## config.mk

```make
export PLATFORM = sky130hd
export DESIGN_NAME = mem_arbiter_flat
export DESIGN_NICKNAME = d
export VERILOG_FILES = /design/src/rtl/mem_arbiter_if.sv /design/src/rtl/mem_arbiter.sv /design/src/flat_wrapper.sv
export SDC_FILE = /design/constraint.sdc
export NUM_CORES = 1
export LEC_CHECK = 0
export ABC_AREA = 1
export ABC_CLOCK_PERIOD_IN_PS = 2500
export CAP_MARGIN = 20
export CORE_MARGIN = 2
export CORE_UTILIZATION = 49
export CTS_BUF_LIST = sky130_fd_sc_hd__clkbuf_16
export CTS_CLUSTER_DIAMETER = 100
export DETAILED_ROUTE_END_ITERATION = 16
export GPL_TIMING_DRIVEN = 0
export PLACE_DENSITY = 0.84
export REMOVE_ABC_BUFFERS = 1
export SLEW_MARGIN = 15
export SYNTH_ARGS = -nofsm -noshare
export SYNTH_HDL_FRONTEND = slang
export SYNTH_SLANG_ARGS = --single-unit
```

## constraint.sdc

```tcl
create_clock -name clk -period 2.5 [get_ports clk]
set_input_delay 0.375 -clock clk [delete_from_list [all_inputs] [get_ports clk]]
set_output_delay 0.375 -clock clk [all_outputs]
set_load 0.05 [all_outputs]
```

## src/rtl/mem_arbiter_if.sv

```systemverilog
// mem_arbiter_if: bundle of every bus signal around mem_arbiter.
//
// Parameters:
//   XLEN   - data/address width of the main and fetch requester ports
//   RAM_AW - byte-address width of the single-ported RAM
//
// Signal groups:
//   main_*  - load/store requester (req held until done; done/rdata/err back)
//   fetch_* - instruction-fetch requester (always a word load)
//   ram_*   - byte-wide RAM port (read data arrives the cycle after ram_re)
//
// Modports:
//   master - the requesters and the RAM (drives requests and ram_rdata)
//   slave  - the arbiter itself
interface mem_arbiter_if #(
    parameter int XLEN   = 32,
    parameter int RAM_AW = 16
);
    logic              main_req;
    logic              main_we;
    logic [1:0]        main_width;
    logic [XLEN-1:0]   main_addr;
    logic [XLEN-1:0]   main_wdata;
    logic              main_done;
    logic [XLEN-1:0]   main_rdata;
    logic              main_err;

    logic              fetch_req;
    logic [XLEN-1:0]   fetch_addr;
    logic              fetch_done;
    logic [31:0]       fetch_data;
    logic              fetch_err;

    logic [RAM_AW-1:0] ram_addr;
    logic [7:0]        ram_wdata;
    logic              ram_we;
    logic              ram_re;
    logic [7:0]        ram_rdata;

    modport master (
        output main_req, main_we, main_width, main_addr, main_wdata,
        input  main_done, main_rdata, main_err,
        output fetch_req, fetch_addr,
        input  fetch_done, fetch_data, fetch_err,
        input  ram_addr, ram_wdata, ram_we, ram_re,
        output ram_rdata
    );

    modport slave (
        input  main_req, main_we, main_width, main_addr, main_wdata,
        output main_done, main_rdata, main_err,
        input  fetch_req, fetch_addr,
        output fetch_done, fetch_data, fetch_err,
        output ram_addr, ram_wdata, ram_we, ram_re,
        input  ram_rdata
    );
endinterface

```

## src/rtl/mem_arbiter.sv

```systemverilog
// mem_arbiter: shares one byte-wide RAM between a load/store port (main) and
// an instruction-fetch port (fetch). Multi-byte accesses are serialised one
// byte per cycle, little-endian, starting at (addr - MEM_BASE).
//
// Ports:
//   clk   - sole clock, all state on the rising edge
//   rst_n - asynchronous active-low reset
//   bus   - mem_arbiter_if.slave: main_*, fetch_* requester handshakes and
//           the ram_* byte port
//
// Optional feature (macro MEM_BOUNDS_CHECK_EN):
//   defined   - accesses below MEM_BASE or running past the end of the RAM
//               make no RAM access and complete with err=1, rdata=0
//   undefined - the RAM offset wraps modulo 2^RAM_AW and err is tied 0
module mem_arbiter #(
    parameter int              XLEN     = 32,
    parameter logic [XLEN-1:0] MEM_BASE = XLEN'(32'hC000_0000),
    parameter int              RAM_AW   = 16
) (
    input  logic          clk,
    input  logic          rst_n,
    mem_arbiter_if.slave  bus
);

    typedef enum logic [1:0] {
        IDLE,
        ISSUE,
        DRAIN,
        RESP
    } state_t;

    typedef enum logic {
        PORT_MAIN,
        PORT_FETCH
    } port_t;

    state_t            state_q;
    state_t            state_d;
    logic [1:0]        cnt_q;
    port_t             last_grant_q;
    port_t             grant_q;
    port_t             pick;

    logic [XLEN-1:0]   addr_q;
    logic [XLEN-1:0]   wdata_q;
    logic              we_q;
    logic [1:0]        width_q;

    logic [XLEN-1:0]   res_q;
    logic [XLEN-1:0]   res_d;
    logic [XLEN-1:0]   main_rdata_q;
    logic [31:0]       fetch_data_q;

    logic [1:0]        last_idx;
    logic [1:0]        cap_sel;
    logic [XLEN-1:0]   offset;
    logic              fault;
    logic              issuing;
    logic              resp_entry;

    logic [RAM_AW-1:0] ram_addr;
    logic [7:0]        ram_wdata;
    logic              ram_re;
    logic              ram_we;

    // Arbitration: a lone request wins outright; on a tie the port that did
    // not win the previous tie gets it (last_grant only moves on contention).
    always_comb begin
        pick = PORT_FETCH;
        if (bus.main_req && bus.fetch_req) begin
            pick = (last_grant_q == PORT_FETCH) ? PORT_MAIN : PORT_FETCH;
        end else if (bus.main_req) begin
            pick = PORT_MAIN;
        end
    end

    // Index of the final byte: 1, 2 or 4 bytes per transfer.
    always_comb begin
        case (width_q)
            2'b00:   last_idx = 2'd0;
            2'b01:   last_idx = 2'd1;
            default: last_idx = 2'd3;
        endcase
    end

    assign offset = addr_q - MEM_BASE;

`ifdef MEM_BOUNDS_CHECK_EN
    logic [XLEN:0] span_end;
    logic [XLEN:0] ram_size;

    always_comb begin
        ram_size = (XLEN+1)'(1) << RAM_AW;
        span_end = {1'b0, offset} + (XLEN+1)'(last_idx) + (XLEN+1)'(1);
        fault    = (addr_q < MEM_BASE) || (span_end > ram_size);
    end
`else
    logic unused_offset_hi;

    assign fault            = 1'b0;
    assign unused_offset_hi = ^offset[XLEN-1:RAM_AW];
`endif

    // Next-state logic.
    always_comb begin
        state_d = state_q;
        case (state_q)
            IDLE: begin
                if (bus.main_req || bus.fetch_req) begin
                    state_d = ISSUE;
                end
            end
            ISSUE: begin
                if (fault) begin
                    state_d = RESP;
                end else if (cnt_q == last_idx) begin
                    state_d = we_q ? RESP : DRAIN;
                end
            end
            DRAIN:   state_d = RESP;
            RESP:    state_d = IDLE;
            default: state_d = IDLE;
        endcase
    end

    // RAM port: active only while issuing a non-faulting transfer.
    always_comb begin
        issuing   = (state_q == ISSUE) && !fault;
        ram_re    = issuing && !we_q;
        ram_we    = issuing && we_q;
        ram_addr  = '0;
        ram_wdata = '0;
        if (issuing) begin
            ram_addr = offset[RAM_AW-1:0] + RAM_AW'(cnt_q);
        end
        if (ram_we) begin
            ram_wdata = wdata_q[{cnt_q, 3'b000} +: 8];
        end
    end

    // Read data lags ram_re by one cycle: while issuing byte k the RAM is
    // returning byte k-1, and DRAIN picks up the final byte.
    always_comb begin
        res_d   = res_q;
        cap_sel = cnt_q - 2'd1;
        if (state_q == DRAIN) begin
            cap_sel = last_idx;
            res_d[{cap_sel, 3'b000} +: 8] = bus.ram_rdata;
        end else if (ram_re && (cnt_q != 2'd0)) begin
            res_d[{cap_sel, 3'b000} +: 8] = bus.ram_rdata;
        end
    end

    // Result registers load on the edge into RESP so they are valid with done.
    assign resp_entry = (state_q != RESP) && (state_d == RESP);

    always_ff @(posedge clk or negedge rst_n) begin
        if (!rst_n) begin
            state_q      <= IDLE;
            cnt_q        <= '0;
            last_grant_q <= PORT_FETCH;
            grant_q      <= PORT_MAIN;
            addr_q       <= '0;
            wdata_q      <= '0;
            we_q         <= 1'b0;
            width_q      <= '0;
            res_q        <= '0;
            main_rdata_q <= '0;
            fetch_data_q <= '0;
        end else begin
            state_q <= state_d;
            res_q   <= res_d;

            if (state_q == IDLE && (bus.main_req || bus.fetch_req)) begin
                grant_q <= pick;
                if (bus.main_req && bus.fetch_req) begin
                    last_grant_q <= pick;
                end
                cnt_q <= '0;
                res_q <= '0;
                if (pick == PORT_MAIN) begin
                    addr_q  <= bus.main_addr;
                    we_q    <= bus.main_we;
                    width_q <= bus.main_width;
                    wdata_q <= bus.main_wdata;
                end else begin
                    addr_q  <= bus.fetch_addr;
                    we_q    <= 1'b0;
                    width_q <= 2'b10;
                    wdata_q <= '0;
                end
            end

            if (issuing) begin
                cnt_q <= cnt_q + 2'd1;
            end

            if (resp_entry) begin
                if (grant_q == PORT_MAIN) begin
                    main_rdata_q <= res_d;
                end else begin
                    fetch_data_q <= res_d[31:0];
                end
            end
        end
    end

`ifdef MEM_BOUNDS_CHECK_EN
    logic main_err_q;
    logic fetch_err_q;

    always_ff @(posedge clk or negedge rst_n) begin
        if (!rst_n) begin
            main_err_q  <= 1'b0;
            fetch_err_q <= 1'b0;
        end else if (resp_entry) begin
            if (grant_q == PORT_MAIN) begin
                main_err_q <= fault;
            end else begin
                fetch_err_q <= fault;
            end
        end
    end

    assign bus.main_err  = main_err_q;
    assign bus.fetch_err = fetch_err_q;
`else
    assign bus.main_err  = 1'b0;
    assign bus.fetch_err = 1'b0;
`endif

    assign bus.main_done  = (state_q == RESP) && (grant_q == PORT_MAIN);
    assign bus.fetch_done = (state_q == RESP) && (grant_q == PORT_FETCH);
    assign bus.main_rdata = main_rdata_q;
    assign bus.fetch_data = fetch_data_q;
    assign bus.ram_addr   = ram_addr;
    assign bus.ram_wdata  = ram_wdata;
    assign bus.ram_re     = ram_re;
    assign bus.ram_we     = ram_we;

endmodule

```

## src/flat_wrapper.sv

```systemverilog
// flat-port wrapper written by rule: the top's interface ports become plain ports
module mem_arbiter_flat 
#(
    parameter int              XLEN     = 32,
    parameter logic [XLEN-1:0] MEM_BASE = XLEN'(32'hC000_0000),
    parameter int              RAM_AW   = 16
)
  (clk, rst_n, bus_main_req, bus_main_we, bus_main_width, bus_main_addr, bus_main_wdata, bus_main_done, bus_main_rdata, bus_main_err, bus_fetch_req, bus_fetch_addr, bus_fetch_done, bus_fetch_data, bus_fetch_err, bus_ram_addr, bus_ram_wdata, bus_ram_we, bus_ram_re, bus_ram_rdata);
  mem_arbiter_if #(.XLEN(XLEN), .RAM_AW(RAM_AW)) bus_i ();
  input  logic clk;
  input  logic rst_n;
  input wire logic [$bits(bus_i.main_req)-1:0] bus_main_req;
  input wire logic [$bits(bus_i.main_we)-1:0] bus_main_we;
  input wire logic [$bits(bus_i.main_width)-1:0] bus_main_width;
  input wire logic [$bits(bus_i.main_addr)-1:0] bus_main_addr;
  input wire logic [$bits(bus_i.main_wdata)-1:0] bus_main_wdata;
  output wire logic [$bits(bus_i.main_done)-1:0] bus_main_done;
  output wire logic [$bits(bus_i.main_rdata)-1:0] bus_main_rdata;
  output wire logic [$bits(bus_i.main_err)-1:0] bus_main_err;
  input wire logic [$bits(bus_i.fetch_req)-1:0] bus_fetch_req;
  input wire logic [$bits(bus_i.fetch_addr)-1:0] bus_fetch_addr;
  output wire logic [$bits(bus_i.fetch_done)-1:0] bus_fetch_done;
  output wire logic [$bits(bus_i.fetch_data)-1:0] bus_fetch_data;
  output wire logic [$bits(bus_i.fetch_err)-1:0] bus_fetch_err;
  output wire logic [$bits(bus_i.ram_addr)-1:0] bus_ram_addr;
  output wire logic [$bits(bus_i.ram_wdata)-1:0] bus_ram_wdata;
  output wire logic [$bits(bus_i.ram_we)-1:0] bus_ram_we;
  output wire logic [$bits(bus_i.ram_re)-1:0] bus_ram_re;
  input wire logic [$bits(bus_i.ram_rdata)-1:0] bus_ram_rdata;
  assign bus_i.main_req = bus_main_req;
  assign bus_i.main_we = bus_main_we;
  assign bus_i.main_width = bus_main_width;
  assign bus_i.main_addr = bus_main_addr;
  assign bus_i.main_wdata = bus_main_wdata;
  assign bus_main_done = bus_i.main_done;
  assign bus_main_rdata = bus_i.main_rdata;
  assign bus_main_err = bus_i.main_err;
  assign bus_i.fetch_req = bus_fetch_req;
  assign bus_i.fetch_addr = bus_fetch_addr;
  assign bus_fetch_done = bus_i.fetch_done;
  assign bus_fetch_data = bus_i.fetch_data;
  assign bus_fetch_err = bus_i.fetch_err;
  assign bus_ram_addr = bus_i.ram_addr;
  assign bus_ram_wdata = bus_i.ram_wdata;
  assign bus_ram_we = bus_i.ram_we;
  assign bus_ram_re = bus_i.ram_re;
  assign bus_i.ram_rdata = bus_ram_rdata;
  mem_arbiter #(.XLEN(XLEN), .MEM_BASE(MEM_BASE), .RAM_AW(RAM_AW)) u_core (.clk(clk), .rst_n(rst_n), .bus(bus_i));
endmodule
```

* After elaboration in Yosys (flattened, before gate mapping)
Cells that the tools add are included.
** Operators by class
- Bitwise gates (word level) :: 1
- Shifts and indexed selects :: 5
- Multiplexer cells :: 21
- Reduce and logical (&&, ||, !) cells :: 17
- Eq/ne operators :: 7
- Divide/modulo/power cells :: 0
- $lt $le $gt $ge :: 0
- Multipliers :: 0
- Add/sub/neg operators :: 6
** Operators with widths (count)
- 32-bit two-way mux :: 4
- 32-bit bitwise mux :: 2
- 8-bit by 7-bit variable shift with 32-bit output (first input constant) :: 2
- 8-bit by 7-bit indexed part select with 32-bit output :: 2
- 16-bit two-way mux :: 2
- 32-bit by 6-bit indexed part select with 8-bit output :: 1
- 16-bit by 2-bit adder with 16-bit output :: 1
- 16-bit by 1-bit subtractor with 16-bit output (second input constant) :: 1
- 5-bit negator with 7-bit output :: 2
- 2-bit two-way mux :: 5
- 1-bit logical AND :: 8
- 8-bit two-way mux :: 1
- 2-bit one-hot mux with 4 select lines :: 1
- 2-bit equality test (second input constant) :: 3
- 2-bit AND reduction :: 3
- 1-bit two-way mux :: 5
- 2-bit by 1-bit equality test with 1-bit output (second input constant) :: 2
- 2-bit logical NOT :: 2
- 2-bit one-hot mux with 2 select lines :: 1
- 2-bit nonzero test :: 2
- 2-bit by 1-bit adder with 2-bit output (second input constant) :: 1
- 2-bit equality test :: 1
- 2-bit inequality test (second input constant) :: 1
- 2-bit by 1-bit subtractor with 2-bit output (second input constant) :: 1
- 3 further kinds :: 3
** Word-level totals
- Memories kept :: 0
- Output and inout bits :: 94
- Memory bits (writable) :: 0
- Bits in registers :: 153
- Bits in read-only memories :: 0
- Bits in latches :: 0

* Logic depth before layout (Yosys ltp)
- Depth after elaboration :: 8
- Gate-level depth with buffers :: 13

* Worst setup path before layout
No wires, ideal clock.
- Path kind :: reg2out
- Start point :: reg u_core.cnt_q[0]
- End point :: out bus_ram_addr[8]
- Data required time :: 2125 ps
- Data arrival time :: 2403 ps
- Slack :: -278 ps
- Cell stages (with the launch flop) :: 8
- Buffers on the path :: 0
- Cell sequence :: dfrtp_1 ha_1 fa_1 nand2_1 nor2_1 nand2_1 nor2_1 nor3_1
** Between the ends
- Cells in the longest elaborated chain, start to end :: 2
** RTL lines
- from (decl) :: RTL line mem_arbiter.sv:39 : logic [1:0] cnt_q;
- from (signal assigned) :: RTL line mem_arbiter.sv:195 : cnt_q <= cnt_q + 2'd1;
- 16-bit by 2-bit adder with 16-bit output :: RTL line mem_arbiter.sv:134 : ram_addr = offset[RAM_AW-1:0] + RAM_AW'(cnt_q);
- 16-bit two-way mux :: RTL line mem_arbiter.sv:133 : if (issuing) begin
- to (decl) :: RTL line flat_wrapper.sv:25 : output wire logic [$bits(bus_i.ram_addr)-1:0] bus_ram_addr;
No other way between the ends.

* Worst setup path in the final report
- Start point :: reg u_core.cnt_q[0]
- End point :: out bus_ram_addr[12]
Same word-level chain as after synthesis.

==> summary.md <==
| Metric | Value |
|---|---|
| Pint | a little under 7000 µW |
| Final Max Tran Viols | 0 |
| Placed Instances | 1282 |
| Crit share post-route | 108% |
| Slew at the pin closest to its max-slew limit | 0.559 ns |
| Syn Area/Cell | 7.89 µm² |
| CP max FO | 3 |
| Final std cells w/o fill | 1334 |
| Crit Path Class | reg -> out |
| GR Util met1 | about 33% |
| Max VDD drop | 0.915 mV |
| Endpoints failing setup | 9 |
| Max_slew headroom | 62.6% |
| Fmax | between 300 and 400 MHz |
| Synth unique cells | 36 |
| Leakage Power | 0.00510 µW |
| Initial antenna violation count | 0 |
| Clk_skew | 0.00836 ns |
| HP Class | in -> async |
| Starting density of the core | approximately half |
| DRT Pass-1 Iters | 5 |
| Clock sinks | ~150 |
| Synth warn | 0 |
| Logic pwr share | 52.5% |
| CP endpoint kind | output pin |
| Clk pin slew, worst setup/hold paths | 0.06 ns |
| Register bit total from synthesis | roughly 150 |
| Final core utilization | between 60% and 70% |
| Die extent in y | between 100 and 150 µm |
| GRT Residual Overflow | 0 |
| Iteration-0 DRC count of the detailed router | 537 |
| Total inserted antenna cells | 0 |
| Max Cap Viol | 0 |
| Worst Path Buf+Inv | 2 |
| RSZ-0062 raised after global routing | true |
| Vias in the first global route | 6896 |
| Max incr delay on CP | 0.50 ns |
| GRT met3 Usage | 6.90% |
| Die W | between 100 and 150 µm |
| Switching fraction of total power | 47.3% |
| Core box area | 15200 µm² |
| Worst Setup Slack, final | -0.189 ns |
| Final Hold Viols | 0 |
| Clock Tree Buf Depth | 2 |
| Crit path time final | 2.69 ns |
| Status | finished with violations |
| Mapped cell area | 7620 µm² |
| Total Nets Final | 1253 |
| Crit path DAT | 2.31 ns |
| Num CTS Buffers | 17 |
| Dpl hpwl | between 10000 and 15000 µm |
| # DRC | 0 |
| Worst-path cell chain | ha_4 > fa_2 > nand2_2 > nor2_4 > buf_4 > nand3b_1 > xor2_1 > nor2_1 > buf_6 |
| Avg WL per Cell | 15.4 µm |
| Area delta synth->final | 34.4% |
| Clock root buffer | clkbuf_16 |
| Pwr/cell area | 1290 nW/µm² |
| Antenna viol nets, final | 0 |
| Top-area cell type share of the netlist area | between 40 and 50% |
| CP required | between 2 and 2.5 ns |
| Worst setup SP type | register |
| Top post-synthesis cells by area | dfrtp_1 (50%), nand2_1 (18%), a21oi_1 (5.8%), o21ai_0 (4.1%), nand3_1 (3.5%) |
| First-pass GRT wire length | 34000 µm |
| Routed WL | about 20000 µm |
| Clock share of power | around 18% |
| Register area share after synthesis | 50.2% |
| Via count | between 7000 and 8000 |
| CP top delay family | adder cells |
| Synthesized instance count | a little under 1000 |
| Share of cells above drive strength 1 | a little under an eighth |
| Gp weighted congestion | ~0.83 |
| Drt via density | 5.27 |
| Boundary Pins | 205 |
| Top Usage Layer GRT | met2 |
| Cell Rows | 45 |
| TritonCTS clock tree | yes |
| Overall Global Routing Usage | between 20% and 30% |
| Sequential Power Share | between 20% and 30% |
| Port Buffers | 170 |
| CTS H-tree lvls | 4 |
| Largest net degree at the start of global routing | roughly 100 |
| Die area | between 15000 and 20000 µm² |
| Failing checks | negative setup slack |
| CP max-delay cell | dfrtp_4 |
| Clk_lat worst skew | 0.42 ns |
| Psw | approximately 6200 µW |
| Grt met2 use | between 40% and 50% |
| Post-synth top area cell | dfrtp_1 |
## registers in the layout (all words and copies together) (netlist names)
name                   flops
u_core.addr_q             16
u_core.bus.fetch_data     32
u_core.bus.main_rdata     32
u_core.cnt_q               2
u_core.grant_q             1
u_core.last_grant_q        1
u_core.res_q              32
u_core.state_q             2
u_core.wdata_q            32
u_core.we_q                1
u_core.width_q             2
## cell type report
| type | instances | area (µm²) |
|---|---|---|
| clock buffer | 17 | 425 |
| clock inverter | 15 | 113 |
| fill | 1246 | 4960 |
| inverter | 73 | 284 |
| multi-input combinational | 694 | 3430 |
| sequential | 153 | 3840 |
| tap | 188 | 235 |
| timing repair buffer | 193 | 1920 |
| timing repair inverter | 1 | 7.51 |
## cell usage in the layout (no fill, tap or decap), drive strengths merged, types with 7 or more instances in the layout
cell type | netlist | layout
a22o | 17 | 17
inv | 71 | 71
nor2 | 39 | 39
clkinv | 2 | 14
clkdlybuf4s50 | 0 | 142
nand3 | 57 | 57
o21ai | 66 | 66
ha | 8 | 8
nand2 | 380 | 380
buf | 33 | 46
o211ai | 9 | 9
a21oi | 88 | 88
clkbuf | 14 | 18
dfrtp | 152 | 152
nor3 | 7 | 7
## power groups by stage
stage / Clock (µW) / Combinational [µW] / Sequential (µW)
floorplan: 0 / 3340 / 4870
global placement: 0 / 6240 / 3950
detailed placement: 0 / 6440 / 3980
CTS: 2390 / 6710 / 3880
global route: 2490 / 7520 / 4020
finish: 2350 / 6910 / 3910
## routing by layer
metal,share of wire [%],up-vias,wire length (µm)
li1,-,3462,-
met1,43,3285,8840
met4,1.7,0,357
met2,48,260,9840
met3,7.3,28,1500
met5,0,-,0
## per-stage QoR
| step | power (µW) | instance area (µm²) | setup TNS, ns | hold slack (ns) | setup slack [ns] |
|---|---|---|---|---|---|
| after floorplan | 8210 | 7360 | -57.62 | 0.0794 | -0.903 |
| after global placement | 10200 | 9300 | -1145.81 | 0.463 | -5.08 |
| after detailed placement | 10400 | 9420 | -82.58 | 0.309 | -1.03 |
| after CTS | 13000 | 10100 | -0.354 | 0.463 | -0.135 |
| after global routing | 14000 | 10200 | -1.93 | 0.486 | -0.298 |
| final | 13200 | 10200 | -0.947 | 0.458 | -0.189 |
## logic make-up after synthesis
family                   Yosys count  share of synthesized area [%]
buffers and inverters            120                           7.07
AO/OA/AOI/OAI                    189                           13.8
AND/OR/NAND/NOR                  489                           26.7
other                              1                         0.0492
adder cells (fa/ha/maj)            9                           1.58
XOR/XNOR                           5                          0.574
flip-flops                       153                           50.2
## timing repair
item / in CTS / in global routing
hold endpoints to repair: 53 / 0
pin swaps: 5 / 13
hold buffers: 1 / 0
setup endpoints to repair: 129 / 88
resized for setup: 141 / 60
cloned: 1 / 0
setup buffers: 11 / 7
## path summary, 6_finish.rpt
kind	end	slack, ns	cells after the start	from
min in group clk	u_core.bus.main_rdata[21]	0.48	2	u_core.bus.main_rdata[21]
max in group asynchronous	u_core.cnt_q[1]	1.19	3	rst_n
min reg2reg	u_core.bus.main_rdata[21]	0.48	2	u_core.bus.main_rdata[21]
max	bus_ram_addr[12]	-0.19	9	u_core.cnt_q[0]
min	u_core.bus.main_rdata[14]	0.46	2	rst_n
max reg2reg	u_core.bus.main_rdata[4]	0.15	11	u_core.cnt_q[0]
## synthesized netlist by cell type, drive strengths merged
cell type    n
ha           8
a21oi       88
dfstp        1
o211ai       9
nand4        4
dfrtp      152
xnor2        1
xor2         4
nand2      380
nor3         7
nand3       57
o21ai       66
a21boi       1
nor2        39
or2          1
fa           1
a22oi        5
a22o        17
o22ai        1
buf         33
inv         71
conb         1
clkinv       2
a31oi        2
nand3b       1
clkbuf      14
No activity file was read; power rests on OpenSTA's default activity.
